## config.mk

```make
export PLATFORM = sky130hd
export DESIGN_NAME = servant_rst_seq_flat
export DESIGN_NICKNAME = d
export VERILOG_FILES = /design/src/rtl/servant_rst_pkg.sv /design/src/rtl/servant_rst_seq_if.sv /design/src/rtl/servant_sync2.sv /design/src/rtl/servant_rst_seq.sv /design/src/flat_wrapper.sv
export SDC_FILE = /design/constraint.sdc
export NUM_CORES = 1
export LEC_CHECK = 0
export ABC_AREA = 1
export ABC_CLOCK_PERIOD_IN_PS = 1570
export CORE_UTILIZATION = 54
export CTS_CLUSTER_DIAMETER = 150
export CTS_CLUSTER_SIZE = 28
export DETAILED_ROUTE_END_ITERATION = 10
export PLACE_DENSITY = 0.77
export REMOVE_ABC_BUFFERS = 1
export SYNTH_ARGS = -nofsm -noshare
export SYNTH_HDL_FRONTEND = slang
export SYNTH_SLANG_ARGS = --single-unit
```

## constraint.sdc

```tcl
create_clock -name sys_clk -period 1.57 [get_ports sys_clk]
set_input_delay 0.2355 -clock sys_clk [delete_from_list [all_inputs] [get_ports sys_clk]]
set_output_delay 0.2355 -clock sys_clk [all_outputs]
set_load 0.03 [all_outputs]
```

## src/rtl/servant_rst_pkg.sv

```systemverilog
// -----------------------------------------------------------------------------
// servant_rst_pkg
// Shared types and constants for the servant reset sequencer.
//   rst_state_e  : sequencer state (PULSE, WAIT_LOCK, STABLE, RUN), 2-bit code
//   LOST_CNT_W   : width of the loss-of-lock debug counter
//   lost_sat_inc : saturating increment used for that counter
// -----------------------------------------------------------------------------
package servant_rst_pkg;

  typedef enum logic [1:0] {
    PULSE     = 2'd0,
    WAIT_LOCK = 2'd1,
    STABLE    = 2'd2,
    RUN       = 2'd3
  } rst_state_e;

  localparam int LOST_CNT_W = 8;
  localparam logic [LOST_CNT_W-1:0] LOST_CNT_MAX = '1;

  // Holds at all-ones instead of wrapping so a long-running board still
  // shows "many losses" rather than a misleadingly small number.
  function automatic logic [LOST_CNT_W-1:0] lost_sat_inc(input logic [LOST_CNT_W-1:0] v);
    return (v == LOST_CNT_MAX) ? v : v + LOST_CNT_W'(1);
  endfunction

endpackage

```

## src/rtl/servant_rst_seq_if.sv

```systemverilog
// -----------------------------------------------------------------------------
// servant_rst_seq_if
// Signal bundle between the board-level PLL/SoC glue and the reset sequencer.
//   pll_lock  : PLL locked flag (asynchronous to sys_clk)
//   heartbeat : SoC activity signal, any edge counts
//   sys_rst   : active-high SoC reset
//   sys_rst_n : complement of sys_rst
//   stdy_rst  : USR_LOCKED_STDY_RST drive
//   ready     : high only while the SoC runs
//   lost_cnt  : saturating count of accepted lock losses
// Modports: master = board/SoC side, slave = sequencer.
// -----------------------------------------------------------------------------
interface servant_rst_seq_if;
  import servant_rst_pkg::*;

  logic                  pll_lock;
  logic                  heartbeat;
  logic                  sys_rst;
  logic                  sys_rst_n;
  logic                  stdy_rst;
  logic                  ready;
  logic [LOST_CNT_W-1:0] lost_cnt;

  modport master (
    output pll_lock, heartbeat,
    input  sys_rst, sys_rst_n, stdy_rst, ready, lost_cnt
  );

  modport slave (
    input  pll_lock, heartbeat,
    output sys_rst, sys_rst_n, stdy_rst, ready, lost_cnt
  );
endinterface

```

## src/rtl/servant_sync2.sv

```systemverilog
// -----------------------------------------------------------------------------
// servant_sync2
// Two-flop synchroniser, one independent chain per bit, async active-low clear.
//   i_clk   : destination clock
//   i_rst_n : asynchronous active-low clear
//   i_d     : asynchronous input bits
//   o_q     : synchronised bits, two i_clk cycles behind i_d
// -----------------------------------------------------------------------------
module servant_sync2 #(
  parameter int WIDTH = 1
) (
  input  logic             i_clk,
  input  logic             i_rst_n,
  input  logic [WIDTH-1:0] i_d,
  output logic [WIDTH-1:0] o_q
);

  logic [WIDTH-1:0] r_meta;
  logic [WIDTH-1:0] r_sync;

  genvar gi;
  generate
    for (gi = 0; gi < WIDTH; gi++) begin : g_bit
      always_ff @(posedge i_clk or negedge i_rst_n) begin
        if (!i_rst_n) begin
          r_meta[gi] <= 1'b0;
          r_sync[gi] <= 1'b0;
        end else begin
          r_meta[gi] <= i_d[gi];
          r_sync[gi] <= r_meta[gi];
        end
      end
    end
  endgenerate

  assign o_q = r_sync;

endmodule

```

## src/rtl/servant_rst_seq.sv

```systemverilog
// -----------------------------------------------------------------------------
// servant_rst_seq
// Reset sequencer between CC_PLL / CC_USR_RSTN and the servant SoC. Holds the
// SoC in reset until the synchronised PLL lock has stayed high long enough,
// filters short lock drops in RUN and re-sequences on a real loss of lock.
//   sys_clk  : system clock (PLL CLK0)
//   usr_rstn : asynchronous active-low reset (CC_USR_RSTN)
//   bus      : servant_rst_seq_if.slave (pll_lock, heartbeat in;
//              sys_rst, sys_rst_n, stdy_rst, ready, lost_cnt out)
// Optional build macro SERVANT_RST_WDT_EN adds a heartbeat watchdog in RUN;
// without it the heartbeat input is ignored.
// -----------------------------------------------------------------------------
module servant_rst_seq
  import servant_rst_pkg::*;
#(
  parameter int STABLE_CYCLES   = 16,
  parameter int DROP_FILTER     = 4,
  parameter int STDY_RST_CYCLES = 8,
  parameter int WDT_CYCLES      = 16777216
) (
  input  logic             sys_clk,
  input  logic             usr_rstn,
  servant_rst_seq_if.slave bus
);

  localparam int STB_W = $clog2(STABLE_CYCLES + 1);
  localparam int DRP_W = $clog2(DROP_FILTER + 1);
  localparam int PLS_W = $clog2(STDY_RST_CYCLES + 1);

  localparam logic [STB_W-1:0] STB_MAX  = STB_W'(STABLE_CYCLES);
  localparam logic [DRP_W-1:0] DRP_LAST = DRP_W'(DROP_FILTER - 1);
  localparam logic [PLS_W-1:0] PLS_LAST = PLS_W'(STDY_RST_CYCLES - 1);

  rst_state_e            r_state;
  logic [STB_W-1:0]      r_stable_cnt;
  logic [DRP_W-1:0]      r_drop_cnt;
  logic [PLS_W-1:0]      r_pulse_cnt;
  logic                  r_sys_rst;
  logic                  r_stdy_rst;
  logic                  r_ready;
  logic [LOST_CNT_W-1:0] r_lost_cnt;
  logic                  w_lock_s;

  servant_sync2 #(.WIDTH(1)) u_lock_sync (
    .i_clk   (sys_clk),
    .i_rst_n (usr_rstn),
    .i_d     (bus.pll_lock),
    .o_q     (w_lock_s)
  );

`ifdef SERVANT_RST_WDT_EN
  localparam int WDT_W = $clog2(WDT_CYCLES + 1);
  localparam logic [WDT_W-1:0] WDT_LAST = WDT_W'(WDT_CYCLES - 1);

  logic [WDT_W-1:0] r_wdt_cnt;
  logic             r_hb_prev;
  logic             w_hb_s;
  logic             w_hb_edge;

  servant_sync2 #(.WIDTH(1)) u_hb_sync (
    .i_clk   (sys_clk),
    .i_rst_n (usr_rstn),
    .i_d     (bus.heartbeat),
    .o_q     (w_hb_s)
  );

  assign w_hb_edge = w_hb_s ^ r_hb_prev;
`else
  logic w_unused_heartbeat;
  assign w_unused_heartbeat = bus.heartbeat;
`endif

  always_ff @(posedge sys_clk or negedge usr_rstn) begin
    if (!usr_rstn) begin
      r_state      <= PULSE;
      r_stable_cnt <= '0;
      r_drop_cnt   <= '0;
      r_pulse_cnt  <= '0;
      r_sys_rst    <= 1'b1;
      r_stdy_rst   <= 1'b1;
      r_ready      <= 1'b0;
      r_lost_cnt   <= '0;
`ifdef SERVANT_RST_WDT_EN
      r_wdt_cnt    <= '0;
      r_hb_prev    <= 1'b0;
`endif
    end else begin
      // Drop and watchdog counters only live in RUN; everywhere else they idle at 0.
      r_drop_cnt <= '0;
`ifdef SERVANT_RST_WDT_EN
      r_wdt_cnt  <= '0;
      r_hb_prev  <= w_hb_s;
`endif
      case (r_state)
        PULSE: begin
          r_sys_rst  <= 1'b1;
          r_stdy_rst <= 1'b1;
          r_ready    <= 1'b0;
          if (r_pulse_cnt == PLS_LAST) begin
            r_pulse_cnt <= '0;
            r_stdy_rst  <= 1'b0;
            r_state     <= WAIT_LOCK;
          end else begin
            r_pulse_cnt <= r_pulse_cnt + PLS_W'(1);
          end
        end

        WAIT_LOCK: begin
          r_sys_rst  <= 1'b1;
          r_stdy_rst <= 1'b0;
          r_ready    <= 1'b0;
          if (w_lock_s) begin
            r_stable_cnt <= '0;
            r_state      <= STABLE;
          end
        end

        STABLE: begin
          // Unfiltered: any low sample restarts the qualification window.
          // The counter climbs to STABLE_CYCLES and release happens on the
          // next high sample, so it never needs to count past its maximum.
          if (!w_lock_s) begin
            r_state <= WAIT_LOCK;
          end else if (r_stable_cnt == STB_MAX) begin
            r_stable_cnt <= '0;
            r_sys_rst    <= 1'b0;
            r_ready      <= 1'b1;
            r_state      <= RUN;
          end else begin
            r_stable_cnt <= r_stable_cnt + STB_W'(1);
          end
        end

        RUN: begin
          // Lock loss is evaluated first so it wins over a same-cycle timeout.
          if (!w_lock_s && (r_drop_cnt == DRP_LAST)) begin
            r_lost_cnt  <= lost_sat_inc(r_lost_cnt);
            r_sys_rst   <= 1'b1;
            r_stdy_rst  <= 1'b1;
            r_ready     <= 1'b0;
            r_pulse_cnt <= '0;
            r_state     <= PULSE;
          end else begin
            if (!w_lock_s) begin
              r_drop_cnt <= r_drop_cnt + DRP_W'(1);
            end
`ifdef SERVANT_RST_WDT_EN
            if (w_hb_edge) begin
              r_wdt_cnt <= '0;
            end else if (r_wdt_cnt == WDT_LAST) begin
              r_sys_rst   <= 1'b1;
              r_stdy_rst  <= 1'b1;
              r_ready     <= 1'b0;
              r_pulse_cnt <= '0;
              r_state     <= PULSE;
            end else begin
              r_wdt_cnt <= r_wdt_cnt + WDT_W'(1);
            end
`endif
          end
        end

        default: r_state <= PULSE;
      endcase
    end
  end

  assign bus.sys_rst   = r_sys_rst;
  assign bus.sys_rst_n = ~r_sys_rst;
  assign bus.stdy_rst  = r_stdy_rst;
  assign bus.ready     = r_ready;
  assign bus.lost_cnt  = r_lost_cnt;

endmodule

```

## src/flat_wrapper.sv

```systemverilog
// flat-port wrapper written by rule: the top's interface ports become plain ports
module servant_rst_seq_flat import servant_rst_pkg::*;
#(
  parameter int STABLE_CYCLES   = 16,
  parameter int DROP_FILTER     = 4,
  parameter int STDY_RST_CYCLES = 8,
  parameter int WDT_CYCLES      = 16777216
)
  (sys_clk, usr_rstn, bus_pll_lock, bus_heartbeat, bus_sys_rst, bus_sys_rst_n, bus_stdy_rst, bus_ready, bus_lost_cnt);
  servant_rst_seq_if bus_i ();
  input  logic sys_clk;
  input  logic usr_rstn;
  input wire logic [$bits(bus_i.pll_lock)-1:0] bus_pll_lock;
  input wire logic [$bits(bus_i.heartbeat)-1:0] bus_heartbeat;
  output wire logic [$bits(bus_i.sys_rst)-1:0] bus_sys_rst;
  output wire logic [$bits(bus_i.sys_rst_n)-1:0] bus_sys_rst_n;
  output wire logic [$bits(bus_i.stdy_rst)-1:0] bus_stdy_rst;
  output wire logic [$bits(bus_i.ready)-1:0] bus_ready;
  output wire logic [$bits(bus_i.lost_cnt)-1:0] bus_lost_cnt;
  assign bus_i.pll_lock = bus_pll_lock;
  assign bus_i.heartbeat = bus_heartbeat;
  assign bus_sys_rst = bus_i.sys_rst;
  assign bus_sys_rst_n = bus_i.sys_rst_n;
  assign bus_stdy_rst = bus_i.stdy_rst;
  assign bus_ready = bus_i.ready;
  assign bus_lost_cnt = bus_i.lost_cnt;
  servant_rst_seq #(.STABLE_CYCLES(STABLE_CYCLES), .DROP_FILTER(DROP_FILTER), .STDY_RST_CYCLES(STDY_RST_CYCLES), .WDT_CYCLES(WDT_CYCLES)) u_core (.sys_clk(sys_clk), .usr_rstn(usr_rstn), .bus(bus_i));
endmodule
```

; Word-level counts from Yosys, hierarchy flattened
; Cells that the tools add are included.
[classes]
bitwise_logic = 2
n_reduce_logical = 13
n_eq_ne = 13
n_mux = 26
add_sub_neg = 4
[ops]
columns = op, count
row1 = $mux 5, 3
row2 = $mux 2, 5
row3 = $pmux 5 s2, 1
row4 = $mux 3, 3
row5 = $pmux 1 s3, 3
row6 = $reduce_and 3->1, 3
row7 = $add 8x1->8 const B, 1
row8 = $eq 8x8->1 const B, 1
row9 = $mux 4, 2
row10 = $pmux 2 s4, 1
row11 = $pmux 4 s2, 1
row12 = $mux 1, 7
row13 = $ne 2x1->1 const B, 3
row14 = $add 5x1->5 const B, 1
row15 = $eq 5x5->1 const B, 1
row16 = $add 4x1->4 const B, 1
row17 = $eq 2x2->1 const B, 2
row18 = $eq 4x3->1 const B, 1
row19 = $ne 2x2->1 const B, 2
row20 = $reduce_and 2->1, 2
row21 = $reduce_and 4->1, 1
row22 = $reduce_bool 2->1, 2
row23 = $add 3x1->3 const B, 1
row24 = $eq 3x2->1 const B, 1
row25 = 8 further kinds, 9
[word_totals]
word_cells = 68
out_inout_bits = 12
inputBits = 4
regBits = 27

; Logic depth before layout (Yosys ltp)
; Gate-level depths: netlist of run 1.
[logic_depth]
depth_word = 4
ltp_mapped = 9

; By module
; Synthesis of run 1 repeated with hierarchy kept, for this count alone.
[hier_totals]
cells_unflattened = 163
area_unflattened_um2 = 1403.8
[modules_own_cells]
columns = mod, cells_per_inst, area_per_inst_um2, n_inst, seq_area_each_um2
row1 = servant_rst_seq, 161, 1353.8, 1, 628.1
row2 = servant_sync2, 2, 50.0, 1, 50.0

; Worst setup path before layout of run 1
; No wires, ideal clock.
[synth_timing]
path_kind = reg2reg
start = reg u_core.r_lost_cnt[0], in the netlist u_core.bus.lost_cnt[0]
end = reg u_core.r_lost_cnt[3], in the netlist u_core.bus.lost_cnt[3]
path_stages_with_launch = 9
t_arrival_ns = 1.353
setup_ns = 0.117
t_required_ns = 1.453
path_slack_ns = 0.100
period_less_slack_ns = 1.470
cell_sequence = dfrtp_1 -> ha_1 -> nand3_2 -> nor2_1 -> nand2_1 -> nand2_4 -> inv_2 -> nand2_1 -> nand2_1
[synth_between]
elab_chain_cells = 3
elab_cells_between_ends = 4
cone_classes = add/sub: 1 / eq/ne: 1 / bitwise: 1 / reduce/logical: 1
[synth_rtl]
columns = item, line_no
row1 = "start, declared", servant_rst_seq.sv:41  ; logic [LOST_CNT_W-1:0] r_lost_cnt;
row2 = "start signal, assigned", servant_rst_seq.sv:137  ; r_lost_cnt <= lost_sat_inc(r_lost_cnt);
row3 = branches (longest 3 deep; another with $add 8x1->8), --
; Several ways; the timed one is not identified.
; A chain may end at the register's enable or synchronous reset.

; Worst setup path after layout of run 1
[layout_timing]
start = reg u_core.r_sys_rst, in the netlist u_core.bus.sys_rst
end = out bus_sys_rst
[layout_rtl]
columns = item, line_no
row1 = "start, declared", servant_rst_seq.sv:38  ; logic r_sys_rst;
row2 = "start signal, assigned", servant_rst_seq.sv:79  ; r_sys_rst <= 1'b1;
row3 = "start signal, assigned", servant_rst_seq.sv:96  ; r_sys_rst <= 1'b1;
row4 = "start signal, assigned", servant_rst_seq.sv:109  ; r_sys_rst <= 1'b1;
row5 = "end, declared", flat_wrapper.sv:15  ; output wire logic [$bits(bus_i.sys_rst)-1:0] bus_sys_rst;
; No word-level cell between the ends.

==> results.sh, run 1 <==
export IMPL_overflow=0
export IMPL_gp_congestion=0.787
export IMPL_core_area_um2=2300
export IMPL_critPathBufInv=1
export IMPL_yosysSeqAreaShare_pct=49.8
export IMPL_cts_max_path_buffers=2
export IMPL_drc=0
export IMPL_finalHoldViolCount=0
export IMPL_clock_sinks=27
export IMPL_multi_input_area_um2=614
export IMPL_netSwitchingFraction_pct=39.8
export IMPL_numPortBuffers=14
export IMPL_regArea_um2=678
export IMPL_hpwl_um=1910
export IMPL_finalCriticalPeriod_ps=1510
export IMPL_end_kind="output pin"
export IMPL_std_cell_rows=17
export IMPL_worstPathCellList="dlygate4sd2_1"
export IMPL_n_fill_cell=207
export IMPL_htreeDepth=1
export IMPL_viasPerCell=5.21
export IMPL_drive_above_1_share_pct=9.19
export IMPL_drtIter0Drc=28
export IMPL_final_util_pct=68.5
export IMPL_grt_use_total_pct=23.1
export IMPL_post_drt_wl_per_cell_um=11.9
export IMPL_routed_wl_um=2530
export IMPL_synth_cells=164
export IMPL_fin_nets=196
export IMPL_maxCapViolations=0
export IMPL_fmax_mhz=661
export IMPL_cpPeakStageDelay_ps=560
export IMPL_grt_max_degree=28
export IMPL_first_pass_iters=4
export IMPL_start_kind="flip-flop"
export IMPL_postRouteAntennaNets=0
export IMPL_power_leakage_uw=0.000846
export IMPL_postSynthAreaPerCell_um2=8.30
export IMPL_place_area_um2=1540
export IMPL_crit_slowest_cell="dfstp_2"
export IMPL_grt_setup_unrepaired="false"
export IMPL_cp_max_fo=3
export IMPL_dieWidth_um=52.2
export IMPL_min_path_type="primary input to async pin"
export IMPL_cp_required_ps=1330
export IMPL_power_frac_seq_pct=48.8
export IMPL_p_int_uw=1180
export IMPL_grt_pass1_wl_um=4590
export IMPL_initial_core_util_pct=59.3
export IMPL_diodes=0
export IMPL_vias=1110
export IMPL_die_area_um2=2730
export IMPL_final_max_slew_viol_count=0
export IMPL_clockRootBuffer="clkbuf_4"
export IMPL_pre_cts_slack_ps=121
export IMPL_design_area_um2=1570
export IMPL_num_io_pins=16
export IMPL_antenna_found_initial=0
export IMPL_worst_ir_drop_vdd_mv=0.842
export IMPL_p_switching_uw=783
export IMPL_outcome="complete, no violations"
export IMPL_ys_warn_count=0
export IMPL_criticalPathCategory="flip-flop to output pin"
export IMPL_crit_family="flip-flops"
export IMPL_die_h_um=52.2
export IMPL_syn_to_final_growth_pct=15.5
export IMPL_netlist_area_um2=1360
export IMPL_setup_violations=0
export IMPL_worst_slack_ps=57.9
export IMPL_fin_crit_sh_pct=96.3
export IMPL_tightestPinTransition_ps=358
export IMPL_skew_ps=3.58
export IMPL_synth_seq_cells=27
export IMPL_yosysUniqueCellTypes=20
export IMPL_power_frac_clock_pct=15.1
export IMPL_clk_pin_slew_ps=140
export IMPL_cts_buffers_inserted=3
export IMPL_slew_headroom_pct=76.0
export IMPL_cts_hold_buf=0
export IMPL_finalSetupTns_ps=0
export IMPL_crit_arrival_ps=1280
export IMPL_cts_tree="done"
export IMPL_power_density_nw_per_um2=1250
export IMPL_clk_latency_ps=320
export IMPL_combPwrFrac_pct=36.1
export IMPL_grt_pass1_vias=1081
[cells in the mapped netlist]
library cell | instances | area [um2]
nand2_1 | 58 | 218
dfrtp_1 | 25 | 626
inv_1 | 17 | 63.8
nand3_1 | 13 | 65.1
o21ai_0 | 11 | 55.1
nor2_1 | 8 | 30.0
ha_1 | 6 | 75.1
a21oi_1 | 4 | 20.0
xnor2_1 | 4 | 35.0
xor2_1 | 4 | 35.0
dfstp_2 | 2 | 52.6
inv_2 | 2 | 7.51
nand2_2 | 2 | 12.5
nor3_1 | 2 | 10.0
nand2_4 | 1 | 11.3
nand3_2 | 1 | 10.0
nand3b_1 | 1 | 7.51
nor2_4 | 1 | 11.3
nor3b_1 | 1 | 7.51
o21ai_2 | 1 | 8.76
[per-stage QoR]
| stage | hold WS (ps) | power [uW] | instances |
|---|---|---|---|
| 4_1_cts | 272 | 2000 | 211 |
| 2_1_floorplan | -60.1 | 1490 | 164 |
| 5_1_grt | 307 | 2150 | 213 |
| 3_3_place_gp | 337 | 1670 | 207 |
| 3_5_place_dp | 357 | 1720 | 207 |
| 6_report | 267 | 1970 | 213 |
[sequential cells by signal (all words and copies together) (netlist names)]
signal,cells
u_core.bus.lost_cnt,8
u_core.r_stable_cnt,5
u_core.r_pulse_cnt,4
u_core.r_drop_cnt,3
u_core.r_state,2
u_core.bus.ready,1
u_core.bus.stdy_rst,1
u_core.bus.sys_rst,1
u_core.u_lock_sync.o_q,1
u_core.u_lock_sync.r_meta,1
[cells in the final DEF, fill, tap and decap left out, drive strengths merged]
master / instances
clkdlybuf4s50: 2
clkbuf: 4
nand3: 14
nand2: 61
dlygate4sd2: 12
nand3b: 1
nor3: 2
buf: 3
nor3b: 1
nor2: 9
ha: 6
inv: 19
dfstp: 2
dfrtp: 25
a21oi: 4
o21ai: 12
xnor2: 4
xor2: 4
[power groups by stage]
| stage | combinational, uW | clock (uW) | sequential (uW) |
|---|---|---|---|
| floorplan | 482 | 0 | 1010 |
| global placement | 711 | 0 | 963 |
| detailed placement | 745 | 0 | 974 |
| CTS | 724 | 312 | 960 |
| global route | 844 | 333 | 976 |
| finish | 710 | 296 | 960 |
[per-layer routing]
layer | track usage (%) | vias up | share of wire, %
li1 | - | 555 | -
met1 | 29.0 | 541 | 45
met2 | 40.4 | 12 | 52
met3 | 3.77 | 2 | 2.5
met4 | 7.46 | 0 | 0.67
met5 | 0 | - | 0
[cell type report]
type / count / share of cell area [%]
repair buffers: 17 / 9.39
flip-flops and latches: 27 / 43.1
well taps: 28 / 2.23
inverters: 19 / 4.53
multi-input cells: 118 / 39.1
clock buffers: 4 / 1.67
[final timing paths]
check,startpoint,end,slack [ps],cells past startpoint
worst max-delay path,u_core.bus.sys_rst,bus_sys_rst,60,1
worst min-delay path,usr_rstn,u_core.bus.lost_cnt[2],270,2
worst max register to register,u_core.r_drop_cnt[0],u_core.bus.lost_cnt[4],150,8
worst min register to register,u_core.u_lock_sync.r_meta,u_core.u_lock_sync.o_q,390,0
max in group asynchronous,usr_rstn,u_core.bus.stdy_rst,1000,2
min in group sys_clk,bus_pll_lock,u_core.u_lock_sync.r_meta,350,1
[cell families after synthesis]
family,after synthesis,synth area share [%]
and+or+nand+nor,88,28.1
DFF,27,49.8
xor gates and xnor gates,8,5.15
AOI/OAI and AO/OA,16,6.16
buffers and inverters,19,5.24
adders and majority gates,6,5.51
[what timing repair did]
item | CTS | global route
setup buffers | 0 | 2
gates resized for setup | 12 | 1
setup endpoints to repair | 12 | 7
No activity file was read; power rests on OpenSTA's default activity.
==> inputs of run 2 (changes only) <==
--- a/config.mk
+++ b/config.mk
@@ -11,7 +11,7 @@
 export CTS_CLUSTER_DIAMETER = 150
 export CTS_CLUSTER_SIZE = 28
 export DETAILED_ROUTE_END_ITERATION = 10
-export PLACE_DENSITY = 0.77
+export PLACE_DENSITY = 0.82
 export REMOVE_ABC_BUFFERS = 1
 export SYNTH_ARGS = -nofsm -noshare
 export SYNTH_HDL_FRONTEND = slang
==> run 2 against run 1 <==
Core utilization shrank 0.44 points. Via count decreased by 0.90%. Clock power down 2%. Combinational power barely moved. Critical path depth stayed put. Sequential share of layout area grew 0.36 points.
==> results.sh, run 2 (synthesis results as in run 1) <==
export IMPL_outcome="complete, no violations"
export IMPL_grt_pass1_vias=1009
export IMPL_vias=1100
export IMPL_clock_sinks=27
export IMPL_final_max_slew_viol_count=0
export IMPL_cts_max_path_buffers=2
export IMPL_drtIter0Drc=25
export IMPL_final_cell_mix="58 x nand2_1, 24 x dfrtp_1, 17 x inv_1"
export IMPL_cts_resized=12
export IMPL_cp_max_fo=3
export IMPL_finalHoldViolCount=0
export IMPL_crit_family="flip-flops"
export IMPL_worst_ir_drop_vdd_mv=1.07
export IMPL_cp_required_ps=1330
export IMPL_start_kind="flip-flop"
export IMPL_cpPeakStageDelay_ps=570
export IMPL_gp_congestion=0.770
export IMPL_tightestPinTransition_ps=375
export IMPL_clockRootBuffer="clkbuf_4"
export IMPL_clk_pin_slew_ps=140
export IMPL_routed_wl_um=2350
export IMPL_initial_core_util_pct=59.3
export IMPL_dieWidth_um=52.2
export IMPL_slew_headroom_pct=74.9
export IMPL_core_area_um2=2300
export IMPL_first_pass_iters=4
export IMPL_finalSetupTns_ps=0
export IMPL_num_io_pins=16
export IMPL_die_area_um2=2730
export IMPL_rr_startpoint="u_core.bus.lost_cnt[1]"
export IMPL_overflow=0
export IMPL_grt_setup_unrepaired="false"
export IMPL_diodes=0
export IMPL_whs_ps=270
export IMPL_grt_use_total_pct=20.6
export IMPL_viasPerCell=5.21
export IMPL_antenna_found_initial=0
export IMPL_end_kind="output pin"
export IMPL_crit_arrival_ps=1280
export IMPL_grt_pass1_wl_um=4150
export IMPL_min_path_type="primary input to async pin"
export IMPL_layout_commonest_cell="nand2_1"
export IMPL_maxCapViolations=0
export IMPL_skew_ps=1.85
export IMPL_postRouteAntennaNets=0
export IMPL_worstPathCellList="dlygate4sd2_1"
export IMPL_fin_nets=194
export IMPL_std_cell_rows=17
export IMPL_worst_slack_ps=51.6
export IMPL_criticalPathCategory="flip-flop to output pin"
export IMPL_syn_to_final_growth_pct=14.8
export IMPL_power_density_nw_per_um2=1260
export IMPL_largest_reg_flops=8
export IMPL_cts_tree="done"
export IMPL_drive_above_1_share_pct=9.29
export IMPL_cts_hold_buf=0
export IMPL_die_h_um=52.2
export IMPL_numPortBuffers=14
export IMPL_hpwl_um=1820
export IMPL_crit_slowest_cell="dfstp_2"
export IMPL_htreeDepth=1
export IMPL_fmax_mhz=659
export IMPL_cts_buffers_inserted=3
export IMPL_cts_setup_buffers=0
export IMPL_grt_max_degree=28
export IMPL_post_drt_wl_per_cell_um=11.1
export IMPL_startpoint="u_core.bus.sys_rst"
export IMPL_clk_latency_ps=310
export IMPL_power_leakage_uw=0.000829
export IMPL_setup_violations=0
export IMPL_pre_cts_slack_ps=130
export IMPL_drc=0
export IMPL_finalCriticalPeriod_ps=1520
export IMPL_critPathBufInv=1
export IMPL_fin_crit_sh_pct=96.7
==> run 2: cell types whose count changed in the layout (fill, tap and decap cells not counted) <==
| cell | previous run | this run |
|---|---|---|
| dfrtp_1 | 25 | 24 |
| buf_4 | 3 | 1 |
| nand2_2 | 3 | 2 |
| dfrtp_2 | 0 | 1 |
| clkinvlp_4 | 0 | 1 |
| nand2_1 | 57 | 58 |
| ha_1 | 6 | 5 |
| ha_2 | 0 | 1 |
| clkbuf_1 | 1 | 0 |
==> run 2: path summary, 6_finish.rpt <==
| path | slack, ps | endpoint | depth (start not counted) |
|---|---|---|---|
| max | 50 | bus_sys_rst | 1 |
| min | 270 | u_core.r_stable_cnt[4] | 2 |
| max reg2reg | 160 | u_core.bus.lost_cnt[0] | 8 |
| min reg2reg | 370 | u_core.u_lock_sync.o_q | 0 |
| max in group asynchronous | 1000 | u_core.bus.stdy_rst | 2 |
| min in group sys_clk | 340 | u_core.u_lock_sync.r_meta | 1 |
==> run 2: stage by stage <==
step                cells  cell area (um2)  total power [uW]  util, %
floorplan             164             1360              1490        -
global route          211             1560              2140     68.0
CTS                   211             1560              1990     67.9
detailed placement    207             1540              1710     67.2
global placement      207             1540              1670     67.2
finish                211             1560              1970     68.0
==> run 2: cell type report <==
cell class	instances	area (um2)
fill	195	734
inverter	19	71.3
tap	28	35.0
sequential	27	679
clock inverter	1	7.51
multi-input combinational	118	614
timing repair buffer	15	133
clock buffer	3	22.5
==> run 2: routing by layer <==
metal / GRT usage, % / wire length [um] / vias up
li1: - / - / 557
met1: 25.5 / 1060 / 524
met2: 37.2 / 1200 / 17
met3: 2.61 / 64 / 2
met4: 6.14 / 17 / 0
met5: 0 / 0 / -
==> run 2: report_power, final <==
group | leakage [uW] | switching (uW) | total, uW | internal, uW
sequential | 0.000352 | 124 | 965 | 842
clock | 0.0000139 | 194 | 291 | 97.0
combinational | 0.000463 | 471 | 712 | 241
==> inputs of run 3 (changes only) <==
--- a/config.mk
+++ b/config.mk
@@ -12,7 +12,6 @@
 export CTS_CLUSTER_SIZE = 28
 export DETAILED_ROUTE_END_ITERATION = 10
 export PLACE_DENSITY = 0.82
-export REMOVE_ABC_BUFFERS = 1
 export SYNTH_ARGS = -nofsm -noshare
 export SYNTH_HDL_FRONTEND = slang
 export SYNTH_SLANG_ARGS = --single-unit
==> results of run 3 <==
No change in the layout: final DEF, timing and power equal those of run 2.
